[config.mk]
export PLATFORM = sky130hd
export DESIGN_NAME = stage_ctrl
export DESIGN_NICKNAME = d
export VERILOG_FILES = /design/src/rtl/stage_ctrl.sv
export SDC_FILE = /design/constraint.sdc
export NUM_CORES = 1
export LEC_CHECK = 0
export ABC_AREA = 0
export CAP_MARGIN = 20
export CORE_AREA = 2 2 155 157
export DETAILED_ROUTE_END_ITERATION = 8
export DIE_AREA = 0 0 157 159
export HOLD_SLACK_MARGIN = 0.15
export PLACE_DENSITY = 0.66
export SLEW_MARGIN = 10
export SYNTH_ARGS = -nofsm -noshare
export SYNTH_HDL_FRONTEND = slang
export SYNTH_SLANG_ARGS = --single-unit
[constraint.sdc]
create_clock -name clk -period 6.14 [get_ports clk]
set_input_delay 0.921 -clock clk [delete_from_list [all_inputs] [get_ports clk]]
set_output_delay 0.921 -clock clk [all_outputs]
set_load 0.005 [all_outputs]
[src/rtl/stage_ctrl.sv]
`default_nettype none
// ============================================================================
//  Module   : stage_ctrl
//  Purpose  : Multi-cycle pipeline-stage sequencer for a single-issue RV64
//             core. Walks each instruction through FETCH -> WAIT -> DECODE ->
//             EXEC -> WB, owns the program counter and the latched
//             instruction word, gates register-file writes to the WB cycle,
//             and parks in HALT on EBREAK until reset.
//  Ports    :
//    clk, rst_n            clock, asynchronous active-low reset
//    imem_req_o/addr_o     one-cycle fetch strobe and address (= PC)
//    imem_valid_i/rdata_i  fetch response, only honoured in WAIT
//    inst_o, pc_o          latched instruction word and PC to the decoder
//    alu_busy_i            multi-cycle MUL/DIV in progress (stalls EXEC)
//    exit_i                EBREAK seen by the decoder
//    rf_wen_i, rf_we_o     register-write request and its WB-gated strobe
//    next_pc_valid_i/_i    redirect target, else PC+4
//    state_o, halted_o     state encoding and HALT flag
//    cycle_cnt_o/instret_o performance counters
//  Config   : define PERF_CNT_EN to build the performance counters; without
//             it both counter ports are tied to zero.
//  Revision : 1.0 - initial release
// ============================================================================
module stage_ctrl #(
  parameter logic [63:0] RESET_PC = 64'h0000_0000_8000_0000
) (
  input  logic        clk,
  input  logic        rst_n,
  // instruction memory
  output logic        imem_req_o,
  output logic [63:0] imem_addr_o,
  input  logic        imem_valid_i,
  input  logic [31:0] imem_rdata_i,
  // decoder interface
  output logic [31:0] inst_o,
  output logic [63:0] pc_o,
  input  logic        alu_busy_i,
  input  logic        exit_i,
  input  logic        rf_wen_i,
  output logic        rf_we_o,
  input  logic        next_pc_valid_i,
  input  logic [63:0] next_pc_i,
  // status
  output logic [2:0]  state_o,
  output logic        halted_o,
  output logic [63:0] cycle_cnt_o,
  output logic [63:0] instret_o
);

  localparam logic [31:0] NOP_INST = 32'h0000_0013;

  typedef enum logic [2:0] {
    S_FETCH  = 3'd0,
    S_WAIT   = 3'd1,
    S_DECODE = 3'd2,
    S_EXEC   = 3'd3,
    S_WB     = 3'd4,
    S_HALT   = 3'd5
  } state_t;

  state_t      state_q, state_d;
  logic [63:0] pc_q, pc_d;
  logic [31:0] inst_q, inst_d;

  // Redirect targets are forced to word alignment, so the low two bits of
  // next_pc_i never reach the PC.
  logic [1:0]  unused_next_pc_lsb;
  assign unused_next_pc_lsb = next_pc_i[1:0];

  // --------------------------------------------------------------------------
  // State, PC and instruction registers
  // --------------------------------------------------------------------------
  always_ff @(posedge clk or negedge rst_n) begin
    if (!rst_n) begin
      state_q <= S_FETCH;
      pc_q    <= RESET_PC;
      inst_q  <= NOP_INST;
    end else begin
      state_q <= state_d;
      pc_q    <= pc_d;
      inst_q  <= inst_d;
    end
  end

  // --------------------------------------------------------------------------
  // Next-state and datapath update
  // --------------------------------------------------------------------------
  always_comb begin
    state_d = state_q;
    pc_d    = pc_q;
    inst_d  = inst_q;

    case (state_q)
      S_FETCH: begin
        state_d = S_WAIT;
      end

      S_WAIT: begin
        // The response is only accepted here; a response arriving in any
        // other state (including one left over from before a reset) is dropped.
        if (imem_valid_i) begin
          inst_d  = imem_rdata_i;
          state_d = S_DECODE;
        end
      end

      S_DECODE: begin
        state_d = S_EXEC;
      end

      S_EXEC: begin
        if (!alu_busy_i) begin
          state_d = exit_i ? S_HALT : S_WB;
        end
      end

      S_WB: begin
        // PC+4 wraps naturally in 64-bit arithmetic.
        pc_d    = next_pc_valid_i ? {next_pc_i[63:2], 2'b00} : (pc_q + 64'd4);
        state_d = S_FETCH;
      end

      S_HALT: begin
        state_d = S_HALT;
      end

      // Unused encodings 6 and 7 recover to FETCH.
      default: begin
        state_d = S_FETCH;
      end
    endcase
  end

  // --------------------------------------------------------------------------
  // Outputs decoded from the current state
  // --------------------------------------------------------------------------
  assign imem_req_o  = (state_q == S_FETCH);
  assign imem_addr_o = pc_q;
  assign inst_o      = inst_q;
  assign pc_o        = pc_q;
  assign rf_we_o     = (state_q == S_WB) && rf_wen_i;
  assign halted_o    = (state_q == S_HALT);
  assign state_o     = state_q;

  // --------------------------------------------------------------------------
  // Performance counters
  // --------------------------------------------------------------------------
`ifdef PERF_CNT_EN
  logic [63:0] cycle_cnt_q;
  logic [63:0] instret_q;

  always_ff @(posedge clk or negedge rst_n) begin
    if (!rst_n) begin
      cycle_cnt_q <= 64'd0;
      instret_q   <= 64'd0;
    end else begin
      if (state_q != S_HALT) begin
        cycle_cnt_q <= cycle_cnt_q + 64'd1;
      end
      if (state_q == S_WB) begin
        instret_q <= instret_q + 64'd1;
      end
    end
  end

  assign cycle_cnt_o = cycle_cnt_q;
  assign instret_o   = instret_q;
`else
  assign cycle_cnt_o = 64'd0;
  assign instret_o   = 64'd0;
`endif

endmodule
`default_nettype wire

==> key figures, run 1 <==
Status
  – Status: complete, no violations

Route
  – Post-DRT Antenna Nets: 0
  – Via/cell ratio: around 4.9
  – Iteration-0 DRC Markers: 400
  – Detailed Routing Iterations Pass 1: 5
  – Wirelength per Cell: roughly 17 um
  – DR DRC count: 0
  – Vias: approximately 6500
  – Final wirelength: about 23 mm

Timing
  – Measured slew at the worst slew-check pin: slightly below 1 ns
  – Clock skew: 0.0143 ns
  – Tcrit/Tclk final: 52.4%
  – Worst setup margin: between 2 and 3 ns
  – Slew Viols, Final: 0
  – Setup Viol. Count Final: 0
  – Fmax: 311 MHz
  – Setup TNS: 0 ns
  – Worst rel slew slack: around a third
  – WHS: 0.512 ns
  – RSZ-0062 raised after global routing: no
  – Final Hold Viols: 0
  – Crit path time final: 3.21 ns

Clock tree
  – Post-CTS Hold Fix Bufs: 0
  – Post-CTS Setup Inserts: 0
  – CTS buffer count: 9
  – Clock latency at the later pin of the worst-skew pair: roughly 0.36 ns
  – CTS Sinks: between 90 and 100
  – CTS root buf: clkbuf_16
  – Clk slew on worst S/H paths: around 0.08 ns
  – CTS tree: built
  – H-tree levels: 3
  – CTS resizes: 0
  – Deepest clock path buffer count: 2

Synth
  – Number of synthesized flops with an enable pin: 0
  – FF+latch count, synth: 97
  – Syn Std Cell Area: slightly above 7000 sq um
  – Synth async-reset ratio: 100%
  – Complex-gate fraction of the synthesized area: between 10% and 20%
  – Adder and majority gate portion of the synthesized area: less than 1%
  – Sequential-to-total area share from yosys stat: between 30 and 40%
  – Syn avg cell area: just under 9 sq um
  – Distinct cells, synth: 60
  – Yosys top cell area share: between 30% and 40%
  – Post-Syn Instances: ~820
  – Primary FF master, synth: dfrtp_1
  – Post-Synth Simple-Gate Area: between 20 and 25%
  – XOR/XNOR Fraction of Synth Area: 0%
  – Synth top area cells: dfrtp_1, buf_4, mux2_2
  – Largest family of logic cells by synthesized area: buffers and inverters
  – Synth warn: 0
  – Mux share of post-synthesis cell area: under 10%
  – Area leader, netlist: dfrtp_1

Run
  – Max-cap violation count: 0

GRT
  – Vias in the first global route: approximately 6000
  – Global-route wire length before repair: ~35 mm
  – GR Overflow Total: 0
  – Largest net degree at the start of global routing: 82
  – Initial antenna violation count: 2
  – GR Util All Layers: between 10% and 20%

Pwr
  – Pwr dens: ~390 nW/um^2
  – Leakage power: around 3.8 nW
  – PnR Total Power: 3.70 mW
  – Peak supply drop: 0.200 mV

Worst setup path
  – R2R Setup Slk: between 2 and 3 ns
  – Worst-path fanout max: 16
  – Critical path class: flip-flop to flip-flop
  – CP arrival: roughly 3.5 ns
  – Launching element type of the critical path: flip-flop
  – Critical-path top delay cell: nor4_4
  – Cell-by-cell trace of the critical path: ha_1 -> nand3_1 -> nor4_4 -> nand2_2 -> or4_1 -> nand3_1
  – Buffers and inverters on the worst path: 0
  – Most used cell along the critical path: nand3_1
  – Slowest cell delay on critical path: 0.98 ns
  – Critical path endpoint category: flip-flop
  – Data required time of the worst path: about 6.4 ns
  – Crit-path leading delay family: simple AND/OR/NAND/NOR gates

Floorplanning
  – IO Pins: about 400
  – Area of the core: between 20000 and 25000 sq um
  – Die X: 157 um
  – Initial core utilization: a little under a third
  – Site row count: 56
  – Die area: ~25000 sq um
  – Die Ht: approximately 160 um

Placement
  – Pre-CTS WS: 2.86 ns
  – GPL Wtd Cong: about 0.80
  – Placed insts: roughly 1300
  – DP HPWL: approximately 16 mm
  – IO Port Bufs: ~260

Final layout
  – Area of the multi-input gates: roughly 3600 sq um
  – Share of layout cells above drive strength 1: approximately 8.4%
  – Reg area: 2430 sq um
  – # fillers: roughly 2300
  – Area Growth Syn to Fin: 31.1%
  – Final net count: 1098
  – Final Non-Filler Cells: roughly 1300

Min path
  – Hold WC Path Type: flip-flop to flip-flop
## metrics by stage
stage,utilization [%],area [sq um]
finish,40.6,9410
CTS,40.6,9410
detailed placement,39.3,9100
global route,40.6,9410
global placement,39.3,9100
floorplan,-,7670
## path summary, 6_finish.rpt
check,start,endpoint,depth (start not counted)
setup / recovery,imem_addr_o[2],imem_addr_o[58],6
hold / removal,inst_o[9],inst_o[9],1
setup reg to reg,imem_addr_o[2],imem_addr_o[58],6
hold reg to reg,inst_o[9],inst_o[9],1
max in group asynchronous,rst_n,imem_addr_o[12],2
min in group asynchronous,rst_n,imem_addr_o[61],1
## cell usage after synthesis (all sizes together), types with 14 or more instances
cell      n
mux2     32
o21ai    45
a21oi    59
nand4    30
clkbuf   34
buf     206
nor3     17
nor4     24
nor2     33
nand3    55
dfrtp    93
or3      14
nand2    51
and3     17
## where the power goes
part           total (mW)  internal (mW)  switching [mW]
Clock               0.585          0.291           0.295
Combinational        1.76           1.09           0.671
Sequential           1.35          0.922           0.429
## sequential cells by signal (all words and copies together) (netlist names)
register and cells:
imem_addr_o 62, state_o 3, inst_o 32
## kinds of logic after synthesis
group | Yosys count
DFF | 97
other | 1
AOI/OAI and AO/OA | 172
buffers and inverters | 247
adders and majority gates | 1
and+or+nand+nor | 269
muxes | 37
## area by class of cell
type | instances | share of cell area (%)
repair buffers | 268 | 28.3
flip-flops and latches | 97 | 25.8
multi-input cells | 611 | 38.1
inverters | 7 | 0.279
clock buffers | 9 | 2.39
diodes | 2 | 0.0532
well taps | 319 | 4.24
clock inverters | 7 | 0.851
## metal layers
layer	vias up	GRT usage (%)	part of all wire (%)	wire [um]
li1	3000	-	-	-
met4	0	4.38	1.1	255
met3	19	3.70	7.0	1600
met2	296	29.0	50	11300
met5	-	0	0	0
met1	3170	23.5	42	9630
## cells in the final DEF (no fill, tap or decap), types with 5 or more instances in the layout
cell	synthesis	routed
nor2_1	33	32
nor4_1	16	16
a41o_1	8	8
nand2_1	50	50
mux2_2	32	32
buf_4	194	8
inv_1	7	6
a21oi_1	59	59
o22ai_1	8	8
and3_1	17	17
o211ai_1	6	6
clkdlybuf4s50_1	0	260
dfrtp_1	93	93
or4_1	5	5
nor3_1	15	15
conb_1	1	132
mux2i_1	5	5
clkbuf_16	0	9
nand3_1	54	53
nand4_1	25	25
nor4_4	6	6
and2_1	5	5
o21ai_0	45	45
nor2b_1	6	6
or3_1	14	14
## worst reg2reg max path: stages (launching register included)
cell and delay, ns:
dfrtp_1 0.50, ha_1 0.27, nand3_1 0.38, nor4_4 0.98
nand2_2 0.35, or4_1 0.60, nand3_1 0.09
(Power assumes the default switching activity.)
==> inputs of run 2 (changes only) <==
- PLACE_DENSITY: 0.66 -> 0.69
- clock period: 6.14 -> 2.8 ns (I/O delays scaled with it)
==> key figures, run 2 (synthesis results as in run 1) <==
GRT
  – GR Util All Layers: 17.4% (was 17.6%)
  – GR Overflow Total: 0 (unchanged)
  – Global-route wire length before repair: 34.3 mm (was 34.8 mm)
  – Initial antenna violation count: 0 (was 2)
  – Vias in the first global route: 5958 (was 5930)
  – Largest net degree at the start of global routing: 61 (was 82)

Floorplanning
  – Die area: 25000 sq um (unchanged)
  – IO Pins: 397 (unchanged)
  – Initial core utilization: 31.0% (unchanged)
  – Area of the core: 23200 sq um (unchanged)
  – Site row count: 56 (unchanged)
  – Die Ht: 159 um (unchanged)
  – Die X: 157 um (unchanged)

Min path
  – Hold WC Path Type: flip-flop to flip-flop (unchanged)

Worst setup path
  – Worst-path fanout max: 9 (was 16)
  – Data required time of the worst path: 3.06 ns (was 6.43 ns)
  – Critical-path top delay cell: dfrtp_1 (was nor4_4)
  – CP arrival: 2.66 ns (was 3.51 ns)
  – Launching element type of the critical path: flip-flop (unchanged)
  – Slowest cell delay on critical path: 0.52 ns (was 0.98 ns)
  – Critical path endpoint category: flip-flop (unchanged)
  – Cell-by-cell trace of the critical path: nand4_4 -> nor4_4 -> buf_4 -> nand3_1 -> o21ai_0 -> nor3b_1 (was ha_1 -> nand3_1 -> nor4_4 -> nand2_2 -> or4_1 -> nand3_1)
  – Critical path class: flip-flop to flip-flop (unchanged)

Placement
  – GPL Wtd Cong: 0.794 (was 0.796)
  – Placed insts: 1324 (was 1302)
  – IO Port Bufs: 262 (unchanged)
  – Pre-CTS WS: 0.393 ns (was 2.86 ns)
  – DP HPWL: 16.9 mm (was 16.4 mm)

Clock tree
  – CTS root buf: clkbuf_16 (unchanged)
  – H-tree levels: 3 (unchanged)
  – Deepest clock path buffer count: 2 (unchanged)
  – CTS Sinks: 97 (unchanged)
  – Clk slew on worst S/H paths: 0.08 ns (about the same)
  – CTS buffer count: 9 (unchanged)
  – CTS tree: built (unchanged)
  – CTS resizes: 0 (unchanged)
  – Clock latency at the later pin of the worst-skew pair: 0.35 ns (was 0.36 ns)

Final layout
  – # diodes: 0 (was 2)
  – Max reg flops: 62 (unchanged)
  – # fillers: 2301 (was 2338)
  – Reg area: 2430 sq um (unchanged)
  – Commonest non-fill, non-tap cell in the layout: clkdlybuf4s50_1 (unchanged)
  – Area of the multi-input gates: 3580 sq um (unchanged)
  – Final Non-Filler Cells: 1341 (was 1320)
  – Commonest non-fill, non-tap cells in the layout: clkdlybuf4s50_1, conb_1, dfrtp_1 (unchanged)
  – Share of layout cells above drive strength 1: 10.4% (was 8.41%)
  – Final net count: 1121 (was 1098)
  – Final Util: 41.5% (was 40.6%)
  – Area Growth Syn to Fin: 34.0% (was 31.1%)

Pwr
  – Peak supply drop: 0.476 mV (was 0.200 mV)
  – Pwr dens: 850 nW/um^2 (was 393 nW/um^2)
  – Leakage power: 3.89 nW (was 3.76 nW)

Timing
  – Setup Viol. Count Final: 0 (unchanged)
  – WHS: 0.508 ns (was 0.512 ns)
  – RSZ-0062 raised after global routing: no (unchanged)
  – Worst rel slew slack: 52.1% (was 33.8%)
  – Measured slew at the worst slew-check pin: 0.713 ns (was 0.985 ns)
  – Crit path time final: 2.40 ns (was 3.21 ns)
  – Clock skew: 0.0109 ns (was 0.0143 ns)
  – Final Hold Viols: 0 (unchanged)
  – Tcrit/Tclk final: 85.6% (was 52.4%)
  – Worst setup margin: 0.404 ns (was 2.93 ns)
  – Fmax: 417 MHz (was 311 MHz)
  – Setup TNS: 0 ns (unchanged)
  – Slew Viols, Final: 0 (unchanged)

Route
  – Iteration-0 DRC Markers: 409 (was 400)
  – Via/cell ratio: 4.87 (was 4.91)
  – Post-DRT Antenna Nets: 0 (unchanged)
  – Vias: 6535 (was 6485)
  – Wirelength per Cell: 16.8 um (was 17.3 um)
  – Detailed Routing Iterations Pass 1: 5 (unchanged)
  – Final wirelength: 22.6 mm (was 22.8 mm)
  – DR DRC count: 0 (unchanged)

Status
  – Status: complete, no violations (unchanged)

Run
  – Max-cap violation count: 0 (unchanged)
## run 2: layer usage
layer | wire, um | vias up | track usage [%]
met5 | 0 | - | 0
met4 | 186 | 0 | 3.13
met3 | 1720 | 16 | 3.67
met2 | 11200 | 324 | 29.1
met1 | 9460 | 3146 | 23.5
li1 | - | 3049 | -
## run 2: worst paths after layout
path / slack, ns / depth (start not counted) / endpoint / start
max reg2reg: 0.40 / 6 / imem_addr_o[47] / imem_addr_o[14]
min in group asynchronous: 0.63 / 2 / imem_addr_o[38] / rst_n
max: 0.40 / 6 / imem_addr_o[47] / imem_addr_o[14]
min reg2reg: 0.51 / 1 / inst_o[31] / inst_o[31]
max in group asynchronous: 1.37 / 3 / inst_o[4] / rst_n
min: 0.51 / 1 / inst_o[31] / inst_o[31]
## run 2: where the power goes
| group | switching (mW) | internal, mW | total (mW) |
|---|---|---|---|
| clock network | 0.643 | 0.641 | 1.28 |
| logic | 1.53 | 2.47 | 4.00 |
| registers | 0.876 | 2.02 | 2.90 |
## run 2: critical path, delay by kind of cell (launching register included)
| kind | cells | cell delay [ns] |
|---|---|---|
| flops | 1 | 0.52 |
| simple gates | 4 | 1.27 |
| compound gates | 1 | 0.26 |
| buf+inv | 1 | 0.25 |
## run 2: per-stage QoR
stage	instance area [sq um]	power, mW
floorplan	7670	4.82
global placement	9310	6.88
finish	9620	8.18
detailed placement	9310	6.96
global route	9620	8.77
CTS	9620	8.29
## run 2: cell type report
| cell class | instances | share of cell area (%) |
|---|---|---|
| inverter | 7 | 0.273 |
| timing repair buffer | 291 | 29.9 |
| multi-input combinational | 611 | 37.3 |
| clock buffer | 9 | 2.34 |
| tap | 319 | 4.15 |
| clock inverter | 7 | 0.794 |
| sequential | 97 | 25.3 |
## run 2: what timing repair did
action                                  4_1_cts  5_1_grt
setup buffers                                 0        0
hold buffers                                  1        0
endpoints found under the hold margin        42        0
endpoints found under the setup margin        0        0
==> inputs of run 3 (changes only) <==
- ABC_AREA: 0 -> unset
==> results of run 3 <==
No change in the layout: final DEF, timing and power equal those of run 2.
